$ cat config.mk
export PLATFORM = sky130hd
export DESIGN_NAME = dmux_stream
export DESIGN_NICKNAME = d
export VERILOG_FILES = /design/src/rtl/dmux_stream.sv
export SDC_FILE = /design/constraint.sdc
export NUM_CORES = 1
export LEC_CHECK = 0
export ABC_CLOCK_PERIOD_IN_PS = 1600
export BUFFER_PORTS_ARGS = -buffer_cell sky130_fd_sc_hd__buf_2
export CORE_AREA = 2 2 80 82
export CTS_CLUSTER_DIAMETER = 200
export CTS_CLUSTER_SIZE = 40
export DETAILED_ROUTE_END_ITERATION = 8
export DIE_AREA = 0 0 82 84
export GPL_TIMING_DRIVEN = 0
export PLACE_DENSITY = 0.79
export SLEW_MARGIN = 20
export SYNTH_ARGS = -nofsm -noshare
export SYNTH_HDL_FRONTEND = slang
export SYNTH_SLANG_ARGS = --single-unit
$ cat constraint.sdc
create_clock -name clk -period 1.6 [get_ports clk]
set_clock_uncertainty 0.1 [all_clocks]
set_input_delay 0.32 -clock clk [delete_from_list [all_inputs] [get_ports clk]]
set_output_delay 0.32 -clock clk [all_outputs]
set_load 0.01 [all_outputs]
$ cat src/rtl/dmux_stream.sv
// dmux_stream: registered 1-to-CH stream demultiplexer with valid/ready
// handshaking, addressed or sweep (round-robin) routing, and a saturating
// count of words dropped for out-of-range addresses.
module dmux_stream #(
    parameter int unsigned WIDTH = 16,
    parameter int unsigned CH    = 3,
    parameter int unsigned SELW  = 2
) (
    input  logic                  clk,
    input  logic                  rst_n,
    input  logic                  mode,
    input  logic                  in_valid,
    output logic                  in_ready,
    input  logic [SELW-1:0]       sel,
    input  logic [WIDTH-1:0]      in,
    output logic [CH*WIDTH-1:0]   out,
    output logic [CH-1:0]         out_valid,
    input  logic [CH-1:0]         out_ready,
    output logic                  err,
    output logic [7:0]            err_cnt,
    output logic [SELW-1:0]       ptr
);

    localparam int unsigned     CNTW     = 8;
    localparam logic [CNTW-1:0] CNT_MAX  = '1;
    localparam logic [SELW-1:0] PTR_LAST = SELW'(CH - 1);

    logic [SELW-1:0] dest;
    logic            in_range;
    logic [CH-1:0]   hit;
    logic            accept;

    // Destination decode and ready; out_ready feeds in_ready combinationally
    always_comb begin
        dest     = mode ? ptr : sel;
        in_range = (32'(dest) < CH);
        hit      = '0;
        for (int unsigned c = 0; c < CH; c++) begin
            hit[c] = (32'(dest) == c);
        end
        // Out-of-range words are always taken so they can be dropped
        in_ready = 1'b1;
        if (in_range) begin
            in_ready = |(hit & (~out_valid | out_ready));
        end
        accept = in_valid & in_ready;
    end

    // Per-channel output registers: a write wins over a same-cycle drain
    always_ff @(posedge clk or negedge rst_n) begin
        if (!rst_n) begin
            out       <= '0;
            out_valid <= '0;
        end else begin
            for (int unsigned c = 0; c < CH; c++) begin
                if (accept && hit[c]) begin
                    out[c*WIDTH +: WIDTH] <= in;
                    out_valid[c]          <= 1'b1;
                end else if (out_ready[c]) begin
                    out_valid[c] <= 1'b0;
                end
            end
        end
    end

    // Drop reporting: one-cycle pulse plus saturating counter
    always_ff @(posedge clk or negedge rst_n) begin
        if (!rst_n) begin
            err     <= 1'b0;
            err_cnt <= '0;
        end else begin
            err <= accept & ~in_range;
            if (accept && !in_range && (err_cnt != CNT_MAX)) begin
                err_cnt <= err_cnt + CNTW'(1);
            end
        end
    end

    // Sweep pointer advances only on accepted sweep-mode transfers
    always_ff @(posedge clk or negedge rst_n) begin
        if (!rst_n) begin
            ptr <= '0;
        end else if (accept && mode) begin
            ptr <= (ptr == PTR_LAST) ? '0 : ptr + SELW'(1);
        end
    end

endmodule

==> results.yml <==
status:
  outcome: "finished, violations left"
  failed_checks: "hold timing, setup timing"
drt:
  post_drt_wl_per_cell_um: 17.2
  drt_first_iter_violations: 91
  route.antenna.remaining_nets: 0
  drt_first_pass_iters: 4
  route.detailed.drc: 0
  route.vias.total: 1882
  detail_route.vias_per_cell: 5.06
  routed_wirelength_mm: 6.40
timing:
  setup_viol: 48
  finalWorstSetupSlack_ns: -0.177
  final-hold-violation-count: 27
  least_margin_pin_slew_ns: 0.795
  finalCritPeriodShare_pct: 111
  fmax_mhz: 563
  timing.final.max_slew_violations: 0
  timing.max_slew.rel_slack_pct: 47.0
  fin_hold_ws_ns: -0.0301
  post-route-min-period_ns: 1.78
  setup_repair_after_global_routing_missed_its_margin: "yes"
setup_path:
  timing.critical_path.fanout_max: 3
  timing.setup.critical_path_class: "flop to output pin"
  slowest_delay_ns: 0.44
  worstSetupEndpointType: "output pin"
  critPathArrivalTime_ns: 1.36
  worstPathRequired_ns: 1.18
  critical-path-slowest-cell: "dfrtp_2"
  path_cells: "mux2i_4 -> mux2i_1 -> a21oi_1 -> buf_2"
  critical_path_buf_inv_count: 1
  path_delay_family: "flip-flops"
  critPathLaunchType: "flop"
placement:
  placedCellCount: 336
  gp_congestion: 0.801
  post_dp_cell_area_mm2: 0.00322
  dp_hpwl_mm: 4.05
  port_buffers: 87
grt:
  global_route.usage.total_pct: 19.1
  grt_max_degree: 63
  antenna_found_initial: 0
  grt_pass1_wl_mm: 9.63
  grt_remaining_overflow: 0
  first_global_vias: 1840
clocking:
  tritoncts: "built"
  worst_skew_pair.late_latency_ns: 0.32
  clock_path_buffers: 2
  cts_hold_buf: 0
  clock_tree.root_cell: "clkbuf_8"
  number_of_buffers_added_by_the_clock_tree_synthesis_step: 9
  path_clk_slew_ns: 0.07
  clock_sink_count: 62
  cts.htree.levels: 3
synthesis:
  syn_inst: 172
  synth-edff-count: 0
  post_synth.cell_area_avg_um2: 15.5
  postSynth.asyncResetShare_pct: 100
  netlist-cell-type-count: 32
  synth_top_cell_area_share_pct: 58.3
  synth-warning-count: 0
  synth.ff_latch_count: 62
  synth_cell_area_mm2: 0.00266
  seq_area_frac_synth_pct: 58.3
  ys_dominant_reg_cell: "dfrtp_1"
  synthTopCellsByArea: "dfrtp_1, mux2_4, mux2_2"
  yosysTopAreaCell: "dfrtp_1"
  syn_nets: 198
final_layout:
  finish.instance_area_mm2: 0.00370
  nNetsFinal: 316
  n_fill_cell: 508
  final_cell_count_no_fill: 372
  layout-drive-gt1-share_pct: 65.8
  multiInputGateArea_mm2: 0.00118
  diode_insertion_count_for_antenna_repair: 0
  final-seq-area_mm2: 0.00155
  syn_to_final_growth_pct: 39.0
die:
  design.die.area_mm2: 0.00689
  dieWidth_um: 82
  io-pin-count: 88
  floorplan.die.height_um: 84
  initial_core_util_pct: 43.7
  total_number_of_placement_rows: 29
  core_mm2: 0.00610
power:
  power_density_cells_mw_per_mm2: 1890
  ir_drop_mv: 0.952
  cellLeakagePower_nw: 1.91
  total_design_power_mw: 6.98
hold_path:
  min_path_type: "input port to asynchronous set/reset pin"
flow_run:
  maxCapViolCount: 0
state kept, by name, summed over array words and instances (netlist names):
register	flops
out	48
out_valid	3
err	1
ptr	2
err_cnt	8
cells in the final DEF, fill, tap and decap left out, types with 2 or more instances in the layout:
master	count
nand2_1	9
buf_4	14
buf_2	86
nor2_1	3
clkinv_2	2
xor2_1	2
mux2_2	20
o31ai_1	2
buf_8	3
nand2b_1	4
clkbuf_8	12
mux2i_4	2
dfrtp_1	60
a21oi_1	2
dfrtp_2	2
nor2b_1	2
buf_6	6
mux2_4	32
o21ai_0	2
mux2i_1	2
nand4_1	2
worst paths after layout:
| check | to | startpoint | slack [ns] | cells past startpoint |
|---|---|---|---|---|
| worst min register to register | out[37]$_DFFE_PN0P_ | out[37]$_DFFE_PN0P_ | 0.40 | 1 |
| worst min-delay path | out[3]$_DFFE_PN0P_ | rst_n | -0.03 | 1 |
| worst max register to register | out[34]$_DFFE_PN0P_ | ptr[1]$_DFFE_PN0P_ | -0.09 | 7 |
| worst max-delay path | in_ready | ptr[1]$_DFFE_PN0P_ | -0.18 | 4 |
| max in group asynchronous | ptr[1]$_DFFE_PN0P_ | rst_n | 0.85 | 1 |
| min in group clk | out[6]$_DFFE_PN0P_ | in[6] | 0.15 | 2 |
routing by layer:
metal | track usage, % | share of wire (%)
met1 | 24.7 | 42
met2 | 30.4 | 52
met5 | 0 | 0
met3 | 4.22 | 4.3
met4 | 8.48 | 1.6
cell usage after synthesis (all sizes together) (2+ instances only):
cell type  count
a21oi          3
xor2           2
inv            2
nand2         11
nor3           2
buf            3
o21ai          2
mux2          52
nand4          3
a31oi          2
mux2i          4
nor2b          2
nor2           4
dfrtp         62
nand2b         5
o31ai          2
report_power, final:
group          internal [mW]  total [mW]  switching (mW)
sequential              2.29        2.76           0.467
clock                  0.685        1.28           0.596
combinational           1.66        2.94            1.28
total                   4.64        6.98            2.34
layout make-up:
type | count | share of cell area (%)
clock buffers | 13 | 4.56
multi-input cells | 105 | 31.8
flip-flops and latches | 62 | 42.0
plain buffers | 2 | 0.811
repair buffers | 108 | 17.4
well taps | 77 | 2.60
inverters | 2 | 0.270
clock inverters | 3 | 0.473
per-stage QoR:
stage	util [%]	setup WS (ns)	setup TNS (ns)
CTS	59.1	-0.196	-1.58
global route	60.7	-0.232	-5.05
global placement	52.8	-0.284	-13.09
detailed placement	52.8	-0.327	-11.88
floorplan	-	-0.00796	-0.0716
finish	60.7	-0.177	-2.44
cell families after synthesis:
logic type                 synth area share (%)
AOI/OAI and AO/OA                          3.57
DFF                                        58.3
buffers and inverters                      1.55
muxes                                      27.6
xor gates and xnor gates                  0.658
adders and majority gates                 0.470
and+or+nand+nor                            7.89
repair_timing:
| action | in CTS | in global routing |
|---|---|---|
| endpoints found under the setup margin | 37 | 52 |
| setup buffers | 13 | 9 |
| pin swaps | 3 | 3 |
| hold endpoints to repair | 0 | 0 |
| gates resized for setup | 14 | 18 |
| gates cloned | 1 | 0 |
Note: power is estimated with default switching activity, not from simulation.
